==> config.mk <==
export PLATFORM = sky130hd
export DESIGN_NAME = cycle_sequencer
export DESIGN_NICKNAME = d
export VERILOG_FILES = /design/src/rtl/seq_pkg.sv /design/src/rtl/seq_wait_timer.sv /design/src/rtl/cycle_sequencer.sv
export SDC_FILE = /design/constraint.sdc
export NUM_CORES = 1
export LEC_CHECK = 0
export CAP_MARGIN = 15
export CELL_PAD_IN_SITES_DETAIL_PLACEMENT = 2
export CELL_PAD_IN_SITES_GLOBAL_PLACEMENT = 2
export CORE_AREA = 2 2 76 78
export DETAILED_ROUTE_END_ITERATION = 16
export DIE_AREA = 0 0 78 80
export PLACE_DENSITY = 0.79
export SYNTH_ARGS = -nofsm -noshare
export SYNTH_HDL_FRONTEND = slang
export SYNTH_SLANG_ARGS = --single-unit
==> constraint.sdc <==
create_clock -name clk -period 1.45 [get_ports clk]
set_clock_uncertainty 0.05 [all_clocks]
set_input_delay 0.29 -clock clk [delete_from_list [all_inputs] [get_ports clk]]
set_output_delay 0.29 -clock clk [all_outputs]
set_load 0.05 [all_outputs]
==> src/rtl/seq_pkg.sv <==
// rtl/seq_pkg.sv - shared encodings for the cycle sequencer
// Purpose: 3-bit sequencer state enum and 2-bit instruction class enum.
// Ports: none (package).
package seq_pkg;

  typedef enum logic [2:0] {
    ST_FETCH     = 3'd0,
    ST_DECODE    = 3'd1,
    ST_EXECUTE   = 3'd2,
    ST_MEM       = 3'd3,
    ST_WRITEBACK = 3'd4,
    ST_PCUPDATE  = 3'd5,
    ST_HALT      = 3'd6,
    ST_ERROR     = 3'd7
  } state_t;

  typedef enum logic [1:0] {
    CLS_ALU    = 2'd0,
    CLS_LOAD   = 2'd1,
    CLS_STORE  = 2'd2,
    CLS_BRANCH = 2'd3
  } class_t;

  // Wait counter width; covers the full MEM_TIMEOUT range of 2..255.
  localparam int WAIT_W = 8;

endpackage

==> src/rtl/seq_wait_timer.sv <==
// rtl/seq_wait_timer.sv - memory wait counter with timeout compare
// Purpose: counts cycles spent waiting on mem_ready; flags the last legal wait cycle.
// Ports:
//   clk     - clock
//   reset   - synchronous active-low reset
//   clear   - zero the counter (takes priority over inc)
//   inc     - advance the counter by one
//   expired - counter has reached MEM_TIMEOUT-1
module seq_wait_timer
  import seq_pkg::*;
#(
  parameter int MEM_TIMEOUT = 16
) (
  input  logic clk,
  input  logic reset,
  input  logic clear,
  input  logic inc,
  output logic expired
);

  localparam logic [WAIT_W-1:0] LAST_CNT = WAIT_W'(MEM_TIMEOUT - 1);

  logic [WAIT_W-1:0] cnt_q;
  logic [WAIT_W-1:0] cnt_d;

  always_comb begin
    cnt_d = cnt_q;
    if (clear) begin
      cnt_d = '0;
    end else if (inc) begin
      cnt_d = cnt_q + WAIT_W'(1);
    end
  end

  always_ff @(posedge clk) begin
    if (!reset) begin
      cnt_q <= '0;
    end else begin
      cnt_q <= cnt_d;
    end
  end

  assign expired = (cnt_q == LAST_CNT);

endmodule

==> src/rtl/cycle_sequencer.sv <==
// rtl/cycle_sequencer.sv - multi-cycle instruction sequencer control FSM
// Purpose: steps FETCH/DECODE/EXECUTE/MEM/WRITEBACK/PCUPDATE with HALT and
//   timeout ERROR terminal states. Optional macro SEQ_INSTRET_EN enables the
//   retired-instruction counter; otherwise instret is tied to 0.
// Ports:
//   clk, reset             - clock, synchronous active-low reset
//   mem_ready              - memory access complete this cycle
//   instr_class, is_halt   - decode inputs, sampled in DECODE only
//   mem_req, mem_we        - memory request / write strobe
//   IR_load, alu_en        - instruction register load, ALU enable
//   reg_we, PC_en          - register write, PC update
//   halted, timeout_err    - terminal state flags
//   state_o                - current state encoding
//   instret                - retired instruction count
module cycle_sequencer
  import seq_pkg::*;
#(
  parameter int MEM_TIMEOUT = 16,
  parameter int CNT_W       = 32
) (
  input  logic             clk,
  input  logic             reset,
  input  logic             mem_ready,
  input  logic [1:0]       instr_class,
  input  logic             is_halt,
  output logic             mem_req,
  output logic             mem_we,
  output logic             IR_load,
  output logic             alu_en,
  output logic             reg_we,
  output logic             PC_en,
  output logic             halted,
  output logic             timeout_err,
  output logic [2:0]       state_o,
  output logic [CNT_W-1:0] instret
);

  state_t state_q, state_d;
  class_t class_q, class_d;
  logic   wait_active;
  logic   expired;
  logic   timer_clear;
  logic   timer_inc;

  always_ff @(posedge clk) begin
    if (!reset) begin
      state_q <= ST_FETCH;
      class_q <= CLS_ALU;
    end else begin
      state_q <= state_d;
      class_q <= class_d;
    end
  end

  always_comb begin
    state_d     = state_q;
    class_d     = class_q;
    mem_req     = 1'b0;
    mem_we      = 1'b0;
    IR_load     = 1'b0;
    alu_en      = 1'b0;
    reg_we      = 1'b0;
    PC_en       = 1'b0;
    halted      = 1'b0;
    timeout_err = 1'b0;
    case (state_q)
      ST_FETCH: begin
        mem_req = 1'b1;
        if (mem_ready) begin
          IR_load = 1'b1;
          state_d = ST_DECODE;
        end else if (expired) begin
          state_d = ST_ERROR;
        end
      end
      ST_DECODE: begin
        class_d = class_t'(instr_class);
        state_d = is_halt ? ST_HALT : ST_EXECUTE;
      end
      ST_EXECUTE: begin
        alu_en = 1'b1;
        case (class_q)
          CLS_ALU:    state_d = ST_WRITEBACK;
          CLS_BRANCH: state_d = ST_PCUPDATE;
          default:    state_d = ST_MEM;
        endcase
      end
      ST_MEM: begin
        mem_req = 1'b1;
        mem_we  = (class_q == CLS_STORE);
        // mem_ready wins over a simultaneous timeout
        if (mem_ready) begin
          state_d = (class_q == CLS_STORE) ? ST_PCUPDATE : ST_WRITEBACK;
        end else if (expired) begin
          state_d = ST_ERROR;
        end
      end
      ST_WRITEBACK: begin
        reg_we  = 1'b1;
        state_d = ST_PCUPDATE;
      end
      ST_PCUPDATE: begin
        PC_en   = 1'b1;
        state_d = ST_FETCH;
      end
      ST_HALT: begin
        halted = 1'b1;
      end
      ST_ERROR: begin
        timeout_err = 1'b1;
      end
      default: begin
        state_d = ST_FETCH;
      end
    endcase
  end

  // Counter restarts whenever a wait state is entered, so it only runs while
  // the FSM sits in the same FETCH or MEM visit.
  assign wait_active = (state_q == ST_FETCH) || (state_q == ST_MEM);
  assign timer_clear = !(wait_active && (state_d == state_q));
  assign timer_inc   = wait_active && !mem_ready;

  seq_wait_timer #(
    .MEM_TIMEOUT(MEM_TIMEOUT)
  ) u_wait_timer (
    .clk    (clk),
    .reset  (reset),
    .clear  (timer_clear),
    .inc    (timer_inc),
    .expired(expired)
  );

  assign state_o = state_q;

`ifdef SEQ_INSTRET_EN
  logic [CNT_W-1:0] instret_q;

  always_ff @(posedge clk) begin
    if (!reset) begin
      instret_q <= '0;
    end else if (state_q == ST_PCUPDATE) begin
      instret_q <= instret_q + CNT_W'(1);
    end
  end

  assign instret = instret_q;
`else
  assign instret = '0;
`endif

endmodule

==> Word level (Yosys, flattened, before mapping) <==
Index checks and enable logic that the tools add are counted.
{ "op_classes": {"n_addsub": 1, "eq_ne": 11, "n_mux": 16, "n_reduce_logical": 8} }
{ "op_table": {"columns": ["cell", "count"], "rows": [
  ["3-bit one-hot mux with 6 select lines", 1],
  ["3-bit equality test (second input constant)", 4],
  ["3-bit two-way mux", 4],
  ["1-bit two-way mux", 10],
  ["8-bit by 1-bit adder with 8-bit output (second input constant)", 1],
  ["8-bit by 4-bit equality test with 1-bit output (second input constant)", 1],
  ["3-bit by 2-bit equality test with 1-bit output (second input constant)", 2],
  ["3-bit one-hot mux with 2 select lines", 1],
  ["2-bit equality test (second input constant)", 2],
  ["3-bit by 1-bit equality test with 1-bit output (second input constant)", 1],
  ["3-bit equality test", 1],
  ["3-bit zero test", 1],
  ["1-bit logical AND", 2],
  ["2-bit zero test", 1],
  ["2-bit AND reduction", 1],
  ["2-bit OR reduction", 1],
  ["1-bit zero test", 1],
  ["1-bit logical OR", 1]
]} }
{ "word_totals": {"ff_bits": 13, "out_inout_bits": 43} }

==> Depth between registers and ports, before layout <==
{ "logic_depth": {"depth_word": 7, "depth_mapped": 6, "depth_no_buf": 6} }

==> Cells and area by module <==
Synthesis repeated with hierarchy kept, for this count alone.
{ "hier_totals": {"hier_cells": 123, "hier_area_um2": 994.7} }
{ "by_module_without_submodules": {"columns": ["mod", "instances", "cells_each", "area_each_um2", "seq_area_each_um2"], "rows": [
  ["cycle_sequencer", 1, 83, 634.4, 100.1],
  ["seq_wait_timer", 1, 40, 360.3, 160.2]
]} }

==> Worst setup path before layout <==
OpenSTA, ideal clock, no wires.
{ "synth_timing": {"path_type": "register to output", "startpoint": "register state_q[0] (netlist: state_o[0])", "endpoint": "output port IR_load", "t_arrival_ns": 2.236, "t_required_ns": 1.110, "setup_slack_ns": -1.126, "path_stages_with_launch": 5, "cell_sequence": "dfxtp_1 -> buf_4 -> or2_1 -> buf_2 -> nor3b_1"} }
{ "synth_via": {"elab_chain_len": 2} }
{ "synth_rtl": {"columns": ["item", "line_no", "text"], "rows": [
  ["from (decl)", "cycle_sequencer.sv:38", "state_t state_q, state_d;"],
  ["from (signal assigned)", "cycle_sequencer.sv:50", "state_q <= state_d;"],
  ["3-bit zero test", "cycle_sequencer.sv:66", "case (state_q)"],
  ["1-bit two-way mux", "cycle_sequencer.sv:66", null],
  ["to (decl)", "cycle_sequencer.sv:28", "output logic IR_load,"]
]} }
No other way between the ends.

==> Worst setup path after layout <==
{ "layout_timing": {"startpoint": "register state_q[2] (netlist: state_o[2])", "endpoint": "output port PC_en"} }
{ "layout_via": {"elab_chain_len": 2} }
{ "layout_rtl": {"columns": ["item", "line_no", "text"], "rows": [
  ["3-bit equality test", "cycle_sequencer.sv:66", null],
  ["1-bit two-way mux", "cycle_sequencer.sv:66", null],
  ["to (decl)", "cycle_sequencer.sv:31", "output logic PC_en,"]
]} }
No other way between the ends.

==> results.toml <==
[logic_synthesis]
synth_edf_count = 0
postSynthCellCount = 128
ys.flop_type = "dfxtp_1"
synthesis.area_um2 = 1050
async_reset_ff_share_pct = 0
synth-seq-cells = 13
seq_area_frac_synth_pct = 24.9
yosysUniqueCellTypes = 33
yosysWarnings = 0
syn_avg_cell_area_um2 = 8.18

[critical_path]
cp_max_fo = 5
reg2reg_depth = 6
r2r-start = "state_o[1]$_SDFF_PN0_"
cp-startpoint = "state_o[2]$_SDFF_PN0_"
critPathSlowestCell = "dfxtp_4"
worstPathRequired_ns = 1.11
timing_worst_setup_path_type = "reg2out"
r2r_end = "u_wait_timer.cnt_q[7]$_SDFFE_PN0P_"
crit_arrival_ns = 1.28
worstSetupEndpointType = "output port"
cp_slowest_stage_delay_ns = 0.39
rrSetupSlack_ns = -0.13
worstPathCellList = "clkinvlp_4, nor3_4, buf_12"
start_kind = "flip-flop"

[place]
dpl_cell_area_um2 = 1540
gp_congestion = 0.791
post-dp-hpwl_um = 2470
port_buffers = 16

[timing]
fin_ws_ns = -0.169
setup_violations = 17
finalMaxSlewViolations = 0
timing.fmax_mhz = 618
period_share_pct = 112
rsz0062_at_grt = "true"
layout_min_cycle_time_ns = 1.62
hold_violations = 0

[min_path]
holdPathStages = 2
hold_path.class = "reg2reg"
holdCritStartpoint = "u_wait_timer.cnt_q[7]$_SDFFE_PN0P_"
holdPathEnd = "u_wait_timer.cnt_q[7]$_SDFFE_PN0P_"

[outcome]
violations = "setup timing"
status = "complete, but fails checks"

[clocking]
numCtsBuffers = 3
cts.sinks = 13
cts_root_buf = "clkbuf_8"
clk_path_buf_depth = 2
cts_hold_buf = 0
clk_latency_ns = 0.25
cts.htree.levels = 1
cts_tree = "done"
clkTransAtPathRegs_ns = 0.07

[drt]
wl_um = 3850
drt-pass1-iter-count = 4
detail-route-antenna-nets = 0
vias = 989
route.detailed.drc = 0
viasPerCell = 3.89
avgRoutedWirePerCell_um = 15.2
drtIter0Drc = 22

[grt]
grt_max_degree = 9
grt-ovfl-total = 0
globalRouteTotalUtil_pct = 11.6
grt_pass1_vias = 1089
antenna_found_initial = 0
grt_pass1_wl_um = 5540

[layout]
fillers = 592
fin_util_pct = 34.7
layout-area-overhead-vs-synth_pct = 78.9
diodes = 0
finish.net_count = 192
postLayoutCellArea_um2 = 1870
layout-drive-gt1-share_pct = 54.4

[floorplanning]
die_h_um = 80
start_util_pct = 19.4
rows = 27
coreArea_um2 = 5410
die_w_um = 78
ioPinCount = 49
die-area_um2 = 6240

[pwr]
total_power_w = 0.00216
power_density_nw_per_um2 = 1150
p_leak_nw = 0.764
ir_drop_v = 0.000366

[job]
cap_violations = 0
-- layout make-up --
cell class,count,area (µm²),share of cell area [%]
Multi-Input combinational cell,104,828,44.2
Timing Repair Buffer,55,603,32.2
Sequential cell,13,275,14.7
Tap cell,72,90.1,4.81
Clock buffer,3,41.3,2.20
Inverter,6,30.0,1.60
Clock inverter,1,5.00,0.267
-- state kept, by name (all words and copies together), names as in the netlist --
name                count
u_wait_timer.cnt_q      8
state_o                 3
class_q                 2
-- cells in the final DEF (no fill, tap or decap), types with 4 or more instances in the layout --
| master | netlist | final |
|---|---|---|
| conb_1 | 1 | 32 |
| buf_4 | 33 | 30 |
| buf_12 | 0 | 11 |
| nor2_1 | 14 | 9 |
| dfxtp_1 | 13 | 7 |
| buf_6 | 1 | 7 |
| xor2_1 | 6 | 6 |
| nand3_1 | 5 | 5 |
| nor2_2 | 0 | 4 |
| a21oi_1 | 6 | 4 |
| clkdlybuf4s50_1 | 0 | 4 |
-- kinds of logic (layout without fill, tap and decap cells) --
kind of cell               count (synthesis)  after routing  synth area share (%)
buffers and inverters                     42             65                  27.8
xor gates and xnor gates                   7              7                  7.65
other                                      1             32                 0.358
adders and majority gates                  3              3                  3.58
DFF                                       13             13                  24.9
AOI/OAI and AO/OA                         18             18                  12.3
and+or+nand+nor                           44             44                  23.4
-- worst max-delay path, delay by kind of cell, from the launching register on --
kind	cells	cell delay, ns
flip-flops	1	0.39
buffers and inverters	2	0.36
AND/OR/NAND/NOR	1	0.27
-- cells in the mapped netlist (all sizes together) (2+ instances only) --
cell   instances  area [µm²]
buf           36         269
o21ai          3        15.0
nand2          5        18.8
nand3          5        25.0
dfxtp         13         260
nor2          14        52.6
or2            2        12.5
a21oi          8        47.6
and3           2        12.5
xor2           6        52.6
nand4          3        33.8
or3            2        12.5
a21o           2        15.0
ha             3        37.5
inv            6        22.5
nor3           3        15.0
nor3b          5        37.5
-- where the power goes --
| group | switching (W) | total [W] | internal (W) | leakage (nW) |
|---|---|---|---|---|
| registers | 0.0000318 | 0.000421 | 0.000389 | 0.109 |
| clock network | 0.000151 | 0.000341 | 0.000190 | 0.0255 |
| logic | 0.000806 | 0.00139 | 0.000587 | 0.630 |
-- how the worst max path moves through the flow --
stage                                               endpoint  cells after the start  slack [ns]
after global routing                                   PC_en                      3       -0.23
after floorplan                                      IR_load                      4       -0.29
after global placement    u_wait_timer.cnt_q[7]$_SDFFE_PN0P_                      5       -0.34
final                                                  PC_en                      3       -0.17
after CTS                                            IR_load                      3       -0.17
after detailed placement  u_wait_timer.cnt_q[7]$_SDFFE_PN0P_                      5       -0.44
-- timing repair --
action | CTS | global route
setup buffers | 9 | 4
pin swaps | 14 | 21
resized for setup | 23 | 24
setup endpoints to repair | 19 | 21
-- stage by stage --
stage / cells / hold slack (ns) / setup WS (ns) / TNS, ns
floorplan: 159 / 0.379 / -0.291 / -1.24
finish: 254 / 0.508 / -0.169 / -1.91
detailed placement: 237 / 0.442 / -0.441 / -3.51
CTS: 250 / 0.440 / -0.168 / -1.15
global route: 254 / 0.546 / -0.231 / -2.86
global placement: 237 / 0.432 / -0.342 / -2.74
-- layer usage --
layer | GRT usage, % | vias up | share of wire [%]
li1 | - | 470 | -
met1 | 11.0 | 478 | 32
met2 | 24.3 | 34 | 62
met3 | 2.15 | 7 | 4.7
met4 | 4.21 | 0 | 1.8
met5 | 0 | - | 0
(Power assumes the default switching activity.)
==> variant (same flow settings) <==
Set the parameter `CNT_W` to 28 (it was 32).
--- a/src/rtl/cycle_sequencer.sv
+++ b/src/rtl/cycle_sequencer.sv
@@ -16,7 +16,7 @@
   import seq_pkg::*;
 #(
   parameter int MEM_TIMEOUT = 16,
-  parameter int CNT_W       = 32
+  parameter int CNT_W       = 28
 ) (
   input  logic             clk,
   input  logic             reset,
Interface: changed (resized instret); port bits go from 49 to 45. No check against the original RTL was run, so the function may have changed too.
==> variant against the original RTL <==
- the flow still finishes with violations (setup timing)
- wire length is 28% higher
- design area increased by 3.1%
- worst setup slack worse by 0.080 ns
- count of clock-buffer cells in the layout increased by 1
- sequential cell count unchanged
- non-clock buffer count grew 7
- global-route usage rose by 1.1 points
- synthesized area is 2.9% lower
- fmax is 4.7% lower
- core utilization rose by 1.1 points
- combinational power grew 11%
- power rose by 7.2%
- largest cell class unchanged
==> variant: results (changes against the original RTL) <==
- # H-tree levels: 1 (unchanged)
- Worst Hold Class: flop to flop (unchanged)
- Crit Reg-Reg Startpoint: class_q[1]$_SDFFE_PN0P_ (was state_o[1]$_SDFF_PN0_)
- Worst R2R End: u_wait_timer.cnt_q[1]$_SDFFE_PN0P_ (was u_wait_timer.cnt_q[7]$_SDFFE_PN0P_)
- Setup Fix Bufs, Post-CTS: 2 (was 9)
- Yosys cell types: 33 (unchanged)
- Diode count: 0 (unchanged)
- Sw power: 1.05 mW (was 0.989 mW)
- Routability cong.: 0.784 (was 0.791)
- Gr usage total: 0.127 (was 0.116)
- Post-placement cell area: 0.00155 sq mm (was 0.00154 sq mm)
- Fin Setup TNS: -3.35 ns (was -1.91 ns)
- # fillers: 593 (was 592)
- # resized after CTS: 16 (was 23)
- Top cells by area, synth: dfxtp_1, buf_4, nor2_1, xor2_1, ha_1 (unchanged)
- Hold Path Depth: 2 (unchanged)
- First-pass DRT Iterations: 4 (unchanged)
- Global-route wire length before repair: 5850 um (was 5540 um)
- Worst-case reg-to-reg path depth: 7 (was 6)
- Fraction of layout cells with a size suffix above 1: 0.568 (was 0.544)
- Vias in the first global route: 1065 (was 1089)
- Crit end category: flop (was primary output)
- Wire per inst: 19.2 um (was 15.2 um)
- Clock transition at path regs: 0.06 ns
- Register area share after synthesis: 0.256 (was 0.249)
- Top cells by count, synth: buf_4, nor2_1, dfxtp_1 (unchanged)
- Vias per cell: 4.17 (was 3.89)
- Post-synth top flop: dfxtp_1 (unchanged)
- Worst path arrival time: 1.83 ns (was 1.28 ns)
- DP HPWL: 2800 um (was 2470 um)
- Clock Latency Late Sink: 0.25 ns (about the same)
- Pre-CTS setup slack: -0.427 ns (was -0.441 ns)
- Final worst setup slack: -0.249 ns (was -0.169 ns)
- Synth warn: 0 (unchanged)
- Post-layout util: 0.357 (was 0.347)
- Status: finished with violations (unchanged)
- Final setup fails: 18 (was 17)
- Asr flop ratio synth: 0 (unchanged)
- CP max FO: 8 (was 5)
- CTS buffer count: 3 (unchanged)
- Leak: 0.793 nW (was 0.764 nW)
- Initial DRC count: 49 (was 22)
- Pin count of the biggest net entering global routing: 9 (unchanged)
- Max Buffers Root-to-Sink: 2 (unchanged)
- Nets: 195 (was 192)
- Failing checks: setup timing (unchanged)
- Max VDD drop: 0.374 mV (was 0.366 mV)
- Biggest register: u_wait_timer.cnt_q (unchanged)
==> variant: cell count changes in the layout (fill, tap and decap cells not counted), moves of 2 or more <==
cell,unedited run,this run
nand2_2,2,0
buf_6,7,9
conb_1,32,28
buf_12,11,13
buf_4,30,34
==> variant: cell type report <==
| class | instances | area, sq um | share of cell area |
|---|---|---|---|
| Tap cell | 72 | 90.1 | 0.0467 |
| Multi-Input combinational cell | 100 | 813 | 0.421 |
| Clock buffer | 4 | 45.0 | 0.0233 |
| Inverter | 6 | 26.3 | 0.0136 |
| Timing Repair Buffer | 62 | 681 | 0.353 |
| Sequential cell | 13 | 275 | 0.143 |
==> variant: worst max-delay path by stage <==
| stage | start | endpoint | slack [ns] |
|---|---|---|---|
| 6_report | class_q[1]$_SDFFE_PN0P_ | u_wait_timer.cnt_q[1]$_SDFFE_PN0P_ | -0.25 |
| 5_1_grt | class_q[1]$_SDFFE_PN0P_ | u_wait_timer.cnt_q[1]$_SDFFE_PN0P_ | -0.31 |
| 4_1_cts | state_o[1]$_SDFF_PN0_ | IR_load | -0.21 |
| 3_5_place_dp | mem_ready | u_wait_timer.cnt_q[7]$_SDFFE_PN0P_ | -0.43 |
| 3_3_place_gp | mem_ready | u_wait_timer.cnt_q[7]$_SDFFE_PN0P_ | -0.32 |
| 2_1_floorplan | state_o[1]$_SDFF_PN0_ | IR_load | -0.29 |
==> variant: kinds of logic after synthesis <==
kind of cell    after synthesis  share of synthesized area
simple gates                 44                      0.241
other cells                   1                    0.00369
fa+ha+maj                     3                     0.0369
xor+xnor                      7                     0.0787
buf+inv                      38                      0.257
flops                        13                      0.256
compound gates               18                      0.127
==> variant: layer usage <==
metal / global-route usage / wire (um) / part of all wire
met5: 0 / 0 / 0
met4: 0.0754 / 206 / 0.042
met3: 0.0226 / 192 / 0.039
met1: 0.107 / 1700 / 0.34
met2: 0.268 / 2840 / 0.58
==> variant: power groups by stage <==
| stage | clock [mW] | combinational (mW) | sequential, mW |
|---|---|---|---|
| 2_1_floorplan | 0 | 0.737 | 0.470 |
| 3_3_place_gp | 0 | 1.09 | 0.420 |
| 3_5_place_dp | 0 | 1.14 | 0.423 |
| 4_1_cts | 0.354 | 1.21 | 0.420 |
| 5_1_grt | 0.374 | 1.59 | 0.428 |
| 6_report | 0.347 | 1.54 | 0.425 |
==> variant: worst max-delay path, stage by stage, from the launching register on <==
cell and delay, ns:
dfxtp_2 0.35, inv_2 0.07, ha_4 0.30, nor3b_2 0.05
a31oi_1 0.22, buf_4 0.19, nand4_4 0.21, a21oi_2 0.17
==> variant: through the flow <==
| step | hold slack [ns] | instances |
|---|---|---|
| floorplan | 0.379 | 151 |
| global placement | 0.454 | 236 |
| detailed placement | 0.471 | 236 |
| CTS | 0.480 | 242 |
| global route | 0.577 | 257 |
| finish | 0.548 | 257 |
